**src/rtl/mps_system_fsm.sv**
```systemverilog
// mps_system_fsm
// Magnet power supply sequencer. Turns register-driven command levels into
// the contactor power-on / power-off sequences, drives the contactors and
// PWM enable, and reports state codes back to the register block.
//
// Ports
//   i_clk               system clock
//   i_rst_n             asynchronous active-low reset
//   i_op_on .. i_intl_clr  command levels, rising edge is the command
//   i_intl              aggregated interlock, active high level
//   i_mc_fb[2:0]        contactor aux feedback, 1 = closed
//   o_mc[2:0]           contactor drive: [0] precharge, [1] main, [2] output
//   o_pwm_en            PWM enable
//   o_mps_fsm_m[2:0]    main state code
//   o_op_on_fsm[3:0]    on-sequence sub-state code
//   o_op_off_fsm[3:0]   off-sequence sub-state code
//   o_on_state_fail_buf[3:0]  latched failing step code (8+n for off steps)
//
// Main states
//   state   | meaning
//   IDLE    | all contactors open, waiting for op_on
//   OP_ON   | running the contactor close sequence (see on sub-states)
//   READY   | contactors closed, PWM off
//   RUN     | contactors closed, PWM on
//   OP_OFF  | running the contactor open sequence (see off sub-states)
//   FAULT   | everything open, waiting for intl_clr with interlock low
module mps_system_fsm #(
  parameter int P_PRECHARGE_CNT = 100_000_000,
  parameter int P_MC_CNT        = 10_000_000,
  parameter int P_PWM_OFF_CNT   = 1_000_000,
  parameter int P_CNT_W         = 32
) (
  input  logic       i_clk,
  input  logic       i_rst_n,
  input  logic       i_op_on,
  input  logic       i_run,
  input  logic       i_ready,
  input  logic       i_op_off,
  input  logic       i_intl_clr,
  input  logic       i_intl,
  input  logic [2:0] i_mc_fb,
  output logic [2:0] o_mc,
  output logic       o_pwm_en,
  output logic [2:0] o_mps_fsm_m,
  output logic [3:0] o_op_on_fsm,
  output logic [3:0] o_op_off_fsm,
  output logic [3:0] o_on_state_fail_buf
);

  typedef enum logic [2:0] {
    M_IDLE   = 3'd0,
    M_OP_ON  = 3'd1,
    M_READY  = 3'd2,
    M_RUN    = 3'd3,
    M_OP_OFF = 3'd4,
    M_FAULT  = 3'd5
  } main_t;

  typedef enum logic [3:0] {
    ON_NONE      = 4'd0,
    ON_PRE_CLOSE = 4'd1,
    ON_PRE_WAIT  = 4'd2,
    ON_MAIN_CLOSE = 4'd3,
    ON_PRE_OPEN  = 4'd4,
    ON_OUT_CLOSE = 4'd5,
    ON_DONE      = 4'd6
  } on_t;

  typedef enum logic [3:0] {
    OFF_NONE     = 4'd0,
    OFF_PWM_OFF  = 4'd1,
    OFF_OUT_OPEN = 4'd2,
    OFF_ALL_OPEN = 4'd3,
    OFF_DONE     = 4'd4
  } off_t;

  localparam logic [P_CNT_W-1:0] MC_LAST  = P_CNT_W'(P_MC_CNT - 1);
  localparam logic [P_CNT_W-1:0] PRE_LAST = P_CNT_W'(P_PRECHARGE_CNT - 1);
  localparam logic [P_CNT_W-1:0] PWM_LAST = P_CNT_W'(P_PWM_OFF_CNT - 1);
  localparam logic [P_CNT_W-1:0] TMR_MAX  = {P_CNT_W{1'b1}};

  main_t              main_q, main_d;
  on_t                on_q, on_d;
  off_t               off_q, off_d;
  logic [2:0]         mc_q, mc_d;
  logic               pwm_q, pwm_d;
  logic [3:0]         fail_q, fail_d;
  logic [P_CNT_W-1:0] timer_q, timer_d;
  logic [4:0]         prev_q;
  logic [4:0]         lvl;
  logic [4:0]         cmd_edge;
  logic               to_fault;
  logic               step_chg;

  // bit order: 0 op_on, 1 op_off, 2 run, 3 ready, 4 intl_clr
  assign lvl      = {i_intl_clr, i_ready, i_run, i_op_off, i_op_on};
  assign cmd_edge = lvl & ~prev_q;

  always_ff @(posedge i_clk or negedge i_rst_n) begin
    if (!i_rst_n) begin
      main_q  <= M_IDLE;
      on_q    <= ON_NONE;
      off_q   <= OFF_NONE;
      mc_q    <= 3'b000;
      pwm_q   <= 1'b0;
      fail_q  <= 4'd0;
      timer_q <= '0;
      prev_q  <= 5'b0;
    end else begin
      main_q  <= main_d;
      on_q    <= on_d;
      off_q   <= off_d;
      mc_q    <= mc_d;
      pwm_q   <= pwm_d;
      fail_q  <= fail_d;
      timer_q <= timer_d;
      prev_q  <= lvl;
    end
  end

  always_comb begin
    main_d   = main_q;
    on_d     = on_q;
    off_d    = off_q;
    mc_d     = mc_q;
    pwm_d    = pwm_q;
    fail_d   = fail_q;
    to_fault = 1'b0;

    case (main_q)
      M_IDLE: begin
        mc_d  = 3'b000;
        pwm_d = 1'b0;
        if (cmd_edge[0] && !i_intl) begin
          main_d = M_OP_ON;
          on_d   = ON_PRE_CLOSE;
          mc_d   = 3'b001;
        end
      end

      M_OP_ON: begin
        if (i_intl) begin
          to_fault = 1'b1;
        end else if (cmd_edge[1]) begin
          // abort: contactors stay as they are until the off sequence opens them
          main_d = M_OP_OFF;
          on_d   = ON_NONE;
          off_d  = OFF_PWM_OFF;
          pwm_d  = 1'b0;
        end else begin
          case (on_q)
            ON_PRE_CLOSE: begin
              if (timer_q == MC_LAST) begin
                if (i_mc_fb[0]) begin
                  on_d = ON_PRE_WAIT;
                end else begin
                  fail_d   = 4'd1;
                  to_fault = 1'b1;
                end
              end
            end
            ON_PRE_WAIT: begin
              if (timer_q == PRE_LAST) begin
                on_d = ON_MAIN_CLOSE;
                mc_d = 3'b011;
              end
            end
            ON_MAIN_CLOSE: begin
              if (timer_q == MC_LAST) begin
                if (i_mc_fb[1:0] == 2'b11) begin
                  on_d = ON_PRE_OPEN;
                  mc_d = 3'b010;
                end else begin
                  fail_d   = 4'd3;
                  to_fault = 1'b1;
                end
              end
            end
            ON_PRE_OPEN: begin
              if (timer_q == MC_LAST) begin
                if (i_mc_fb == 3'b010) begin
                  on_d = ON_OUT_CLOSE;
                  mc_d = 3'b110;
                end else begin
                  fail_d   = 4'd4;
                  to_fault = 1'b1;
                end
              end
            end
            ON_OUT_CLOSE: begin
              if (timer_q == MC_LAST) begin
                if (i_mc_fb == 3'b110) begin
                  on_d = ON_DONE;
                end else begin
                  fail_d   = 4'd5;
                  to_fault = 1'b1;
                end
              end
            end
            ON_DONE: begin
              main_d = M_READY;
              on_d   = ON_NONE;
            end
            default: to_fault = 1'b1;
          endcase
        end
      end

      M_READY: begin
        if (i_intl) begin
          to_fault = 1'b1;
        end else if (cmd_edge[1]) begin
          main_d = M_OP_OFF;
          off_d  = OFF_PWM_OFF;
          pwm_d  = 1'b0;
        end else if (cmd_edge[2]) begin
          main_d = M_RUN;
          pwm_d  = 1'b1;
        end
      end

      M_RUN: begin
        if (i_intl) begin
          to_fault = 1'b1;
        end else if (cmd_edge[1]) begin
          main_d = M_OP_OFF;
          off_d  = OFF_PWM_OFF;
          pwm_d  = 1'b0;
        end else if (cmd_edge[3]) begin
          main_d = M_READY;
          pwm_d  = 1'b0;
        end
      end

      M_OP_OFF: begin
        if (i_intl) begin
          to_fault = 1'b1;
        end else begin
          case (off_q)
            OFF_PWM_OFF: begin
              pwm_d = 1'b0;
              if (timer_q == PWM_LAST) begin
                off_d = OFF_OUT_OPEN;
                mc_d  = mc_q & 3'b011;
              end
            end
            OFF_OUT_OPEN: begin
              if (timer_q == MC_LAST) begin
                off_d = OFF_ALL_OPEN;
                mc_d  = 3'b000;
              end
            end
            OFF_ALL_OPEN: begin
              if (timer_q == MC_LAST) begin
                if (i_mc_fb == 3'b000) begin
                  off_d = OFF_DONE;
                end else begin
                  fail_d   = 4'hB;
                  to_fault = 1'b1;
                end
              end
            end
            OFF_DONE: begin
              main_d = M_IDLE;
              off_d  = OFF_NONE;
            end
            default: to_fault = 1'b1;
          endcase
        end
      end

      M_FAULT: begin
        mc_d  = 3'b000;
        pwm_d = 1'b0;
        on_d  = ON_NONE;
        off_d = OFF_NONE;
        if (cmd_edge[4] && !i_intl) begin
          main_d = M_IDLE;
          fail_d = 4'd0;
        end
      end

      default: to_fault = 1'b1;
    endcase

    if (to_fault) begin
      main_d = M_FAULT;
      on_d   = ON_NONE;
      off_d  = OFF_NONE;
      mc_d   = 3'b000;
      pwm_d  = 1'b0;
    end
  end

  // timer restarts on any state or sub-state change, otherwise saturates
  assign step_chg = (main_d != main_q) || (on_d != on_q) || (off_d != off_q);

  always_comb begin
    if (step_chg) begin
      timer_d = '0;
    end else if (timer_q == TMR_MAX) begin
      timer_d = timer_q;
    end else begin
      timer_d = timer_q + 1'b1;
    end
  end

  assign o_mc                = mc_q;
  assign o_pwm_en            = pwm_q;
  assign o_mps_fsm_m         = main_q;
  assign o_op_on_fsm         = on_q;
  assign o_op_off_fsm        = off_q;
  assign o_on_state_fail_buf = fail_q;

endmodule

```
**config.mk**
```make
export PLATFORM = sky130hd
export DESIGN_NAME = mps_system_fsm
export DESIGN_NICKNAME = d
export VERILOG_FILES = /design/src/rtl/mps_system_fsm.sv
export SDC_FILE = /design/constraint.sdc
export NUM_CORES = 1
export LEC_CHECK = 0
export ABC_AREA = 1
export BUFFER_PORTS_ARGS = -buffer_cell sky130_fd_sc_hd__buf_2
export CORE_MARGIN = 1.5
export CORE_UTILIZATION = 61
export CTS_BUF_LIST = sky130_fd_sc_hd__clkbuf_16
export CTS_CLUSTER_SIZE = 16
export DETAILED_ROUTE_END_ITERATION = 16
export PLACE_DENSITY = 0.81
export SLEW_MARGIN = 25
export SYNTH_ARGS = -nofsm -noshare
export SYNTH_HDL_FRONTEND = slang
export SYNTH_SLANG_ARGS = --single-unit
```
**constraint.sdc**
```tcl
create_clock -name i_clk -period 2.9 [get_ports i_clk]
set_input_delay 0.58 -clock i_clk [delete_from_list [all_inputs] [get_ports i_clk]]
set_output_delay 0.58 -clock i_clk [all_outputs]
set_load 0.02 [all_outputs]
```
==> run summary, run 1 <==
================================================================================
Hold buffer count at CTS                                                       0
Final Critical Period                                                    2.74 ns
Antenna Violating Nets Remaining                                               0
Number of global-route vias before repair                                  3,879
Result of the run                                                   complete, no violations
Most common cell in the synthesized netlist                         sky130_fd_sc_hd__nand2_1
Ys async rst share                                                          100%
Fill cell total of the finished layout                                       581
Latest clock arrival within the worst-skew pair                          0.30 ns
Iteration count of the initial detailed-routing pass                           5
Boundary pin count                                                            30
# diodes                                                                       0
Ordered cell list for the critical path                             ha_1 -> nand3_1 -> inv_2 -> nand2_1 -> nor2_1 -> nand2_1 -> nor2_1 -> nand2_1 -> nor2_2 -> nand2_1 -> nand3_1 -> nor3b_1 -> nand4_1 -> xor2_1 -> nor2_2
Fraction of synthesized cell area taken by the top area cell type          33.3%
CP endpoint kind                                                            flop
Area of the placeable core                                              6720 um2
Final Hold Violating Endpoints                                                 0
Post-synth cell types                                                         35
Final setup violation count                                                    0
Number of DRC markers in iteration 0                                         327
Ys flop type                                                        sky130_fd_sc_hd__dfrtp_1
Drt wl/cell                                                              14.8 um
Relative max-transition margin                                             60.6%
Most frequent cell on the critical path                             sky130_fd_sc_hd__nand2_1
WL final                                                                 11.6 mm
Initial antenna violation count                                                0
I/O Buffers                                                                   29
TritonCTS sink count                                                          56
Clock Pin Slew Worst Setup and Hold Paths                                0.07 ns
Post-Synthesis Cells                                                         661
Worst hold path type                                                 in -> async
Total number of H-tree levels                                                  2
Peak supply drop                                                          545 uV
Die Width                                                                86.0 um
Data required, critical path                                             3.09 ns
Initial Util                                                               62.6%
Total negative slack                                                        0 ns
Detail Placement HPWL                                                    8.83 mm
Mean number of vias per cell                                                5.63
Routability cong.                                                           1.01
Flops & latches, synth                                                        56
Total Routing Usage GR                                                     32.0%
Top cells by instance count after synthesis                         sky130_fd_sc_hd__nand2_1, sky130_fd_sc_hd__inv_1, sky130_fd_sc_hd__nor2_1
Number of CTS-inserted buffers                                                 5
Warnings from Yosys                                                            0
Maximum number of pins on one net before global-route repair                  43
Crit share post-route                                                      94.5%
R2R Setup Slk                                                            0.16 ns
Post-Syn Area per Cell                                                  6.36 um2
Area growth from synthesis to layout                                       11.8%
Critical path's largest stage delay                                      0.54 ns
Pin slew with the least headroom to its limit                           0.589 ns
Max cap viols                                                                  0
CTS tree                                                                    done
Footprint of the multi-input gates                                      2350 um2
Cell area power density                                               730 nW/um2
Final net count                                                              711
Slowest CP cell                                                     sky130_fd_sc_hd__nor3b_1
Largest fanout of any net on the critical path                                 5
Classification of the worst setup path                                reg -> reg
Worst setup SP type                                                         flop
EDFF count, synth                                                              0
Total nets after synthesis                                                   673
Total gr overflow                                                              0
Storage cell area                                                       1410 um2
Leakage                                                                  2.38 nW
Leading area contributor after synthesis                            sky130_fd_sc_hd__dfrtp_1
Top post-synthesis cells by area                                    sky130_fd_sc_hd__dfrtp_1, sky130_fd_sc_hd__nand2_1, sky130_fd_sc_hd__inv_1
Post-route total power                                                 0.00343 W
Buffers from clock root to sink, at most                                       2
Via total after detailed routing                                           4,388
Worst-case clock skew                                                 0.00643 ns
Die Height                                                               86.0 um
Die area                                                                7400 um2
Unrepaired setup endpoints after global routing                               no
Post-route DRC violation count                                                 0
Rows                                                                          30
Timing-limited maximum frequency                                         365 MHz
Part of the Yosys area used for sequential elements                        33.3%
Final Max Tran Viols                                                           0
Combined area of all synthesized cells                                  4210 um2
CTS root buffer                                                     sky130_fd_sc_hd__clkbuf_16
First-pass GRT wire length                                               18.5 mm
Ratio of cells with drive above 1 in the final layout                      15.0%
Critical path arrival                                                    2.93 ns
================================================================================
-- state kept, by name, summed over array words and instances (netlist names) --
| register | cells |
|---|---|
| o_op_off_fsm | 4 |
| o_op_on_fsm | 4 |
| o_mps_fsm_m | 3 |
| prev_q | 5 |
| o_pwm_en | 1 |
| o_mc | 3 |
| timer_q | 32 |
| o_on_state_fail_buf | 4 |
-- layer usage --
metal,share of wire (%),GRT usage (%),up-vias
li1,-,-,2148
met1,46,47.0,1994
met2,43,47.8,228
met3,9.6,6.74,18
met4,1.4,8.36,0
met5,0,0,-
-- kinds of logic after synthesis --
group / share of synthesized area [%]
buffers and inverters: 11.5
AOI/OAI and AO/OA: 7.47
adders and majority gates: 0.297
xor gates and xnor gates: 5.41
and+or+nand+nor: 42.1
DFF: 33.3
-- where the power goes --
part | switching [W] | internal [W] | leakage (nW)
Combinational | 0.00121 | 0.000558 | 1.55
Clock | 0.000286 | 0.000412 | 0.0857
Sequential | 0.000101 | 0.000868 | 0.749
Total | 0.00159 | 0.00184 | 2.38
-- layout by cell type (no fill, tap or decap), drive strengths merged --
master   Yosys  routed
a21boi       1       1
xnor2        3       3
xor2        23      23
o21bai       2       2
clkinv       1       2
nand4       15      15
o22ai        3       3
nor3        22      22
bufinv       0       1
nor2       137     137
clkbuf       2       6
a2111oi      1       1
o31ai        1       1
a211oi       1       1
nor4         2       2
nand3       45      45
ha           1       1
a21oi       13      13
nand3b       2       2
inv        104     105
o211ai       3       3
dfrtp       56      56
and3         1       1
buf         10      42
nand2      181     181
o21ai       24      24
a31oi        6       6
nor3b        1       1
-- final timing paths --
| path | startpoint | end | cells past startpoint |
|---|---|---|---|
| max | timer_q[0]$_DFFE_PN0P_ | timer_q[26]$_DFFE_PN0P_ | 15 |
| min | i_rst_n | timer_q[1]$_DFFE_PN0P_ | 1 |
| max reg2reg | timer_q[0]$_DFFE_PN0P_ | timer_q[26]$_DFFE_PN0P_ | 15 |
| min reg2reg | o_on_state_fail_buf[2]$_DFFE_PN0P_ | o_on_state_fail_buf[2]$_DFFE_PN0P_ | 2 |
| max in group asynchronous | i_rst_n | o_op_off_fsm[1]$_DFF_PN0_ | 2 |
| min in group i_clk | i_ready | prev_q[3]$_DFF_PN0_ | 1 |
-- layout make-up --
cell class	instances	share of cell area (%)
Multi-Input combinational cell	488	49.9
Inverter	105	8.38
Timing Repair Buffer	43	6.01
Tap cell	80	2.13
Sequential cell	56	29.9
Clock buffer	5	2.66
Clock inverter	3	0.985
-- what timing repair did --
item | in CTS | in global routing
setup endpoints to repair | 0 | 32
setup buffers | 0 | 2
resized for setup | 0 | 13
endpoints found under the hold margin | 0 | 0
-- critical path, delay by kind of cell (launching register included) --
family | cells | cell delay [ns]
xor+xnor | 1 | 0.23
fa+ha+maj | 1 | 0.22
buf+inv | 1 | 0.08
flops | 1 | 0.39
simple gates | 12 | 1.71
-- metrics by stage --
| stage | hold slack [ns] | setup slack [ns] | std cells | area [um2] | utilization, % |
|---|---|---|---|---|---|
| final | 0.266 | 0.159 | 780 | 4700 | 70.0 |
| after CTS | 0.398 | 0.244 | 777 | 4630 | 68.9 |
| after floorplan | 0.284 | 0.561 | 661 | 4210 | - |
| after global placement | 0.464 | 0.0371 | 769 | 4460 | 66.4 |
| after detailed placement | 0.470 | -0.000180 | 769 | 4460 | 66.4 |
| after global routing | 0.299 | 0.0114 | 780 | 4700 | 70.0 |
No activity file was read; power rests on OpenSTA's default activity.
==> inputs of run 2 (changes only) <==
Settings changed: ABC_AREA 1 to not set, CORE_UTILIZATION 61 to 30, PLACE_DENSITY 0.81 to 0.46.
==> run 2 against run 1 <==
Critical path type unchanged. Sequential cell count is the same. Critical path depth decreased by 6. Largest power group unchanged. Synthesized cell count fell by 22%. Register-to-register slack got worse by 0.25 ns. Count of clock-buffer cells in the layout is the same. Routed wire length increased by 23%. Largest cell class unchanged. Highest routed layer unchanged. The run now ends with negative setup slack left.
==> run summary, run 2 <==
==================================================================================
Result of the run                                                     finished, violations left
Failing checks                                                        negative setup slack
Hold buffer count at CTS                                                         0
WL final                                                                   14.2 mm
CP endpoint kind                                                              flop
Total Routing Usage GR                                                       19.9%
Number of CTS-inserted buffers                                                   5
CTS tree                                                                      done
Leading area contributor after synthesis                              sky130_fd_sc_hd__dfrtp_1
DP Worst Slack                                                           -0.119 ns
Final worst hold slack                                                    0.319 ns
Post-Synthesis Cells                                                           513
EDFF count, synth                                                                0
Family of cells with the greatest summed delay on the critical path   simple AND/OR/NAND/NOR gates
Unrepaired setup endpoints after global routing                                yes
Final setup violation count                                                     24
Latest clock arrival within the worst-skew pair                            0.31 ns
Ys async rst share                                                            100%
Largest registers in the final layout                                 timer_q x32, prev_q x5
Worst-case clock skew                                                   0.00657 ns
Largest fanout of any net on the critical path                                  32
Buffering stage count on the worst path with inverters included                  1
Warnings from Yosys                                                              0
Final Max Tran Viols                                                             0
Crit path setup slack, layout                                           -0.0889 ns
Worst-case reg-to-reg path depth                                                 9
Number of global-route vias before repair                                    4,298
Mean number of vias per cell                                                  5.42
Initial Util                                                                 30.9%
Detail Placement HPWL                                                      10.9 mm
TritonCTS sink count                                                            56
Top cells by instance count after synthesis                           sky130_fd_sc_hd__dfrtp_1, sky130_fd_sc_hd__nand2_1, sky130_fd_sc_hd__nor2_1
Antenna Violating Nets Remaining                                                 0
Via total after detailed routing                                             4,350
Ys flop type                                                          sky130_fd_sc_hd__dfrtp_1
CTS root buffer                                                       sky130_fd_sc_hd__clkbuf_16
Fraction of synthesized cell area taken by the top area cell type            32.6%
Worst setup SP type                                                           flop
Drt wl/cell                                                                17.7 um
Top post-synthesis cells by area                                      sky130_fd_sc_hd__dfrtp_1, sky130_fd_sc_hd__nor3_1, sky130_fd_sc_hd__nor4b_2
Leakage                                                                    2.36 nW
Total number of H-tree levels                                                    2
Critical path's largest stage delay                                        0.44 ns
Part of the Yosys area used for sequential elements                          32.6%
Iteration count of the initial detailed-routing pass                             5
Post-synth cell types                                                           72
Area growth from synthesis to layout                                         29.8%
Boundary pin count                                                              30
Crit share post-route                                                         103%
Maximum number of pins on one net before global-route repair                    33
R2R Path End                                                          timer_q[23]$_DFFE_PN0P_
Area of the placeable core                                              13,900 um2
Worst reg2reg startpoint                                              timer_q[16]$_DFFE_PN0P_
# diodes                                                                         0
Buffers from clock root to sink, at most                                         2
Final Critical Period                                                      2.99 ns
Storage cell area                                                         1400 um2
Die Width                                                                   123 um
Rows                                                                            43
I/O Buffers                                                                     29
Initial antenna violation count                                                  0
Timing-limited maximum frequency                                           335 MHz
Routability cong.                                                            0.931
Flops & latches, synth                                                          56
Final Hold Violating Endpoints                                                   0
Flip-flop count of the largest register, all copies and words added             32
Number of DRC markers in iteration 0                                           387
Die area                                                                15,100 um2
Slowest CP cell                                                       sky130_fd_sc_hd__or4_4
Footprint of the multi-input gates                                        2790 um2
Final net count                                                                634
Total gr overflow                                                                0
Clock Pin Slew Worst Setup and Hold Paths                                  0.08 ns
Ordered cell list for the critical path                               or3b_1 -> or4_4 -> nor3_4 -> mux2_4 -> a32oi_1 -> nand3_1 -> a2111o_1 -> buf_12 -> nor4bb_2
First-pass GRT wire length                                                 23.1 mm
Pin slew with the least headroom to its limit                             0.755 ns
Layout Utilization                                                           40.1%
Ratio of cells with drive above 1 in the final layout                        30.5%
Worst hold path type                                                   in -> async
Combined area of all synthesized cells                                    4300 um2
Post-Syn Area per Cell                                                    8.39 um2
Most common cell after layout, fill and taps aside                    sky130_fd_sc_hd__buf_4
Total nets after synthesis                                                     525
Die Height                                                                  123 um
R2R Setup Slk                                                             -0.09 ns
Critical path arrival                                                      3.20 ns
Classification of the worst setup path                                  reg -> reg
Cell area power density                                                 699 nW/um2
Most common cell in the synthesized netlist                           sky130_fd_sc_hd__dfrtp_1
Post-route DRC violation count                                                   0
Max cap viols                                                                    0
Peak supply drop                                                            539 uV
Relative max-transition margin                                               49.2%
Data required, critical path                                               3.11 ns
Register with the most flip-flops                                          timer_q
Fill cell total of the finished layout                                       1,447
Commonest non-fill, non-tap cells in the layout                       sky130_fd_sc_hd__buf_4, sky130_fd_sc_hd__dfrtp_1, sky130_fd_sc_hd__nand2_1
==================================================================================
-- run 2: cell count changes after synthesis, moves of 14 or more --
cell	delta
sky130_fd_sc_hd__nand2_1	-128
sky130_fd_sc_hd__inv_1	-96
sky130_fd_sc_hd__nor2_1	-56
sky130_fd_sc_hd__nor2_2	-33
sky130_fd_sc_hd__nand3_1	-24
sky130_fd_sc_hd__nor3_1	+24
sky130_fd_sc_hd__clkbuf_1	+19
sky130_fd_sc_hd__nor4b_2	+14
sky130_fd_sc_hd__xnor2_1	+14
-- run 2: what timing repair did --
item | 4_1_cts | 5_1_grt
gates resized for setup | 1 | 1
setup endpoints to repair | 28 | 32
pin swaps | 1 | 0
setup buffers | 1 | 0
-- run 2: where the power goes --
group	total, W	leakage (nW)	switching, W	internal (W)
logic	0.00237	1.53	0.00139	0.000977
registers	0.000910	0.757	0.0000543	0.000856
clock network	0.000626	0.0702	0.000304	0.000323
total	0.00390	2.36	0.00175	0.00216
-- run 2: cell type report --
type / count / area share (%)
clock buffers: 5 / 2.24
clock inverters: 3 / 0.381
inverters: 7 / 0.470
multi-input cells: 418 / 50.0
flip-flops and latches: 56 / 25.1
well taps: 180 / 4.03
repair buffers: 134 / 17.8
-- run 2: worst max-delay path by stage --
stage	slack, ns	startpoint	end	cells after the start
final	-0.09	timer_q[16]$_DFFE_PN0P_	timer_q[23]$_DFFE_PN0P_	9
after global routing	-0.24	timer_q[16]$_DFFE_PN0P_	timer_q[12]$_DFFE_PN0P_	9
after CTS	-0.08	timer_q[16]$_DFFE_PN0P_	timer_q[10]$_DFFE_PN0P_	9
after detailed placement	-0.12	i_intl	timer_q[23]$_DFFE_PN0P_	10
after global placement	-0.09	timer_q[16]$_DFFE_PN0P_	timer_q[12]$_DFFE_PN0P_	9
after floorplan	-0.17	timer_q[0]$_DFFE_PN0P_	timer_q[23]$_DFFE_PN0P_	11
-- run 2: metal layers --
| layer | part of all wire, % | up-vias | GRT usage (%) |
|---|---|---|---|
| li1 | - | 2134 | - |
| met1 | 45 | 2114 | 25.6 |
| met2 | 50 | 89 | 34.4 |
| met3 | 3.7 | 13 | 3.02 |
| met4 | 1.3 | 0 | 5.52 |
| met5 | 0 | - | 0 |
-- run 2: logic make-up (layout without fill, tap and decap cells) --
kind of cell / Yosys count / count (layout) / synth area share [%]
AOI/OAI and AO/OA: 97 / 97 / 15.8
xor gates and xnor gates: 33 / 33 / 6.72
adders and majority gates: 1 / 1 / 0.291
buffers and inverters: 39 / 149 / 4.01
DFF: 56 / 56 / 32.6
muxes: 9 / 9 / 2.24
and+or+nand+nor: 278 / 278 / 38.4
-- run 2: metrics by stage --
| stage | total power [W] | cell area (um2) | cells | TNS, ns |
|---|---|---|---|---|
| after floorplan | 0.00237 | 4370 | 513 | -2.94 |
| after global placement | 0.00330 | 5420 | 794 | -1.63 |
| after CTS | 0.00396 | 5580 | 803 | -0.469 |
| after global routing | 0.00417 | 5590 | 803 | -5.04 |
| final | 0.00390 | 5590 | 803 | -0.745 |
| after detailed placement | 0.00330 | 5420 | 794 | -1.33 |
==> inputs of run 3 (changes only) <==
Settings changed: BUFFER_PORTS_ARGS -buffer_cell sky130_fd_sc_hd__buf_2 to -buffer_cell sky130_fd_sc_hd__buf_4.
==> run 3 against run 2 <==
The flow still finishes with violations (negative setup slack). Clock skew fell by 0.0018 ns. Sequential share of layout area fell by 0.19 points. Sequential cell count did not move. Via count fell by 0.46%. Maximum frequency rose by 1.3%. Cell count fell by 0.62%. Critical path depth did not move. Clock power rose by 2%. Register-to-register slack improved by 0.04 ns. Non-clock buffer count fell by 5. Largest power group unchanged.
==> run summary, run 3 (synthesized netlist as in run 2, its figures left out) <==
==================================================================================
Flip-flop count of the largest register, all copies and words added             32
Latest clock arrival within the worst-skew pair                            0.31 ns
Final Critical Period                                                      2.95 ns
Die Width                                                                   123 um
Fill cell total of the finished layout                                       1,446
Number of DRC markers in iteration 0                                           339
Register with the most flip-flops                                          timer_q
Total number of H-tree levels                                                    2
# diodes                                                                         0
R2R Setup Slk                                                             -0.05 ns
Worst reg2reg startpoint                                              timer_q[16]$_DFFE_PN0P_
Number of CTS-inserted buffers                                                   5
Boundary pin count                                                              30
Placed cells                                                                   788
Relative max-transition margin                                               50.2%
Drt wl/cell                                                                17.6 um
Area growth from synthesis to layout                                         30.8%
WL final                                                                   14.0 mm
Post-route total power                                                   0.00393 W
Worst-case reg-to-reg path depth                                                 9
Antenna Violating Nets Remaining                                                 0
Failing checks                                                        negative setup slack
Timing-limited maximum frequency                                           339 MHz
Final net count                                                                629
Most common cell after layout, fill and taps aside                    sky130_fd_sc_hd__buf_4
CP endpoint kind                                                              flop
Critical path's largest stage delay                                        0.45 ns
Cell area power density                                                 698 nW/um2
Via total after detailed routing                                             4,330
CTS root buffer                                                       sky130_fd_sc_hd__clkbuf_16
First-pass GRT wire length                                                 23.3 mm
Iteration count of the initial detailed-routing pass                             5
Peak supply drop                                                            369 uV
Storage cell area                                                         1400 um2
Worst setup SP type                                                           flop
Crit path setup slack, layout                                           -0.0510 ns
Total Routing Usage GR                                                       20.0%
Detail Placement HPWL                                                      10.6 mm
Footprint of the multi-input gates                                        2810 um2
Largest registers in the final layout                                 timer_q x32, prev_q x5
Leakage                                                                    2.35 nW
Die area                                                                15,100 um2
Final Hold Violating Endpoints                                                   0
Max cap viols                                                                    0
Initial antenna violation count                                                  0
Crit share post-route                                                         102%
Routability cong.                                                            0.888
Unrepaired setup endpoints after global routing                                yes
Total gr overflow                                                                0
Clock Pin Slew Worst Setup and Hold Paths                                  0.08 ns
Pin slew with the least headroom to its limit                             0.747 ns
Ratio of cells with drive above 1 in the final layout                        30.6%
TritonCTS sink count                                                            56
Rows                                                                            43
Classification of the worst setup path                                  reg -> reg
Buffering stage count on the worst path with inverters included                  1
Maximum number of pins on one net before global-route repair                    57
Post-route insts no fill                                                       798
Area of the placeable core                                              13,900 um2
Family of cells with the greatest summed delay on the critical path   simple AND/OR/NAND/NOR gates
Commonest non-fill, non-tap cells in the layout                       sky130_fd_sc_hd__buf_4, sky130_fd_sc_hd__dfrtp_1, sky130_fd_sc_hd__nand2_1
Final setup violation count                                                      9
Hold buffer count at CTS                                                         0
Data required, critical path                                               3.12 ns
Final Max Tran Viols                                                             0
Result of the run                                                     finished, violations left
Die Height                                                                  123 um
Post-route DRC violation count                                                   0
Ordered cell list for the critical path                               or3b_1 -> or4_4 -> nor3_4 -> mux2_4 -> a32oi_2 -> nand3_1 -> a2111o_1 -> buf_12 -> nor4bb_2
I/O Buffers                                                                     29
Worst hold path type                                                   in -> async
Critical path arrival                                                      3.17 ns
Slowest CP cell                                                       sky130_fd_sc_hd__or4_4
Largest fanout of any net on the critical path                                  32
Worst-case clock skew                                                   0.00481 ns
Critical path launch point                                            timer_q[16]$_DFFE_PN0P_
Buffers from clock root to sink, at most                                         2
Mean number of vias per cell                                                  5.43
Total negative slack                                                     -0.182 ns
R2R Path End                                                          timer_q[23]$_DFFE_PN0P_
Number of global-route vias before repair                                    4,403
Initial Util                                                                 30.9%
CTS tree                                                                      done
==================================================================================
-- run 3: how the worst max path moves through the flow --
| stage | end | slack, ns | cells after the start |
|---|---|---|---|
| 2_1_floorplan | timer_q[23]$_DFFE_PN0P_ | -0.17 | 11 |
| 3_3_place_gp | timer_q[23]$_DFFE_PN0P_ | -0.08 | 10 |
| 3_5_place_dp | timer_q[23]$_DFFE_PN0P_ | -0.14 | 9 |
| 4_1_cts | timer_q[10]$_DFFE_PN0P_ | -0.06 | 9 |
| 5_1_grt | timer_q[10]$_DFFE_PN0P_ | -0.20 | 9 |
| 6_report | timer_q[23]$_DFFE_PN0P_ | -0.05 | 9 |
-- run 3: cell type report --
type	instances	share of cell area [%]
flip-flops and latches	56	24.9
well taps	180	4.00
clock inverters	3	0.311
multi-input cells	418	50.0
inverters	7	0.467
repair buffers	129	18.1
clock buffers	5	2.22
-- run 3: per-layer routing --
layer	vias to the layer above	global-route usage (%)	share of wire [%]
met5	-	0	0
met1	2103	25.3	44
met4	0	7.27	2.3
met3	21	2.51	3.2
met2	83	34.8	51
li1	2123	-	-
-- run 3: through the flow --
stage	hold slack [ns]	worst slack (ns)	utilization [%]	instance area, um2
floorplan	0.284	-0.172	-	4370
global placement	0.491	-0.0841	39.0	5440
detailed placement	0.499	-0.140	39.0	5440
CTS	0.371	-0.0582	40.2	5600
global route	0.373	-0.197	40.4	5630
finish	0.312	-0.0510	40.4	5630
-- run 3: what timing repair did --
item / in CTS / in global routing
setup buffers: 0 / 2
pin swaps: 1 / 1
gates resized for setup: 4 / 5
setup endpoints to repair: 32 / 32
-- run 3: power by group --
part | leakage (nW) | internal (W) | switching (W)
Clock | 0.0754 | 0.000321 | 0.000316
Combinational | 1.52 | 0.00100 | 0.00137
Sequential | 0.757 | 0.000856 | 0.0000605
Total | 2.35 | 0.00218 | 0.00175
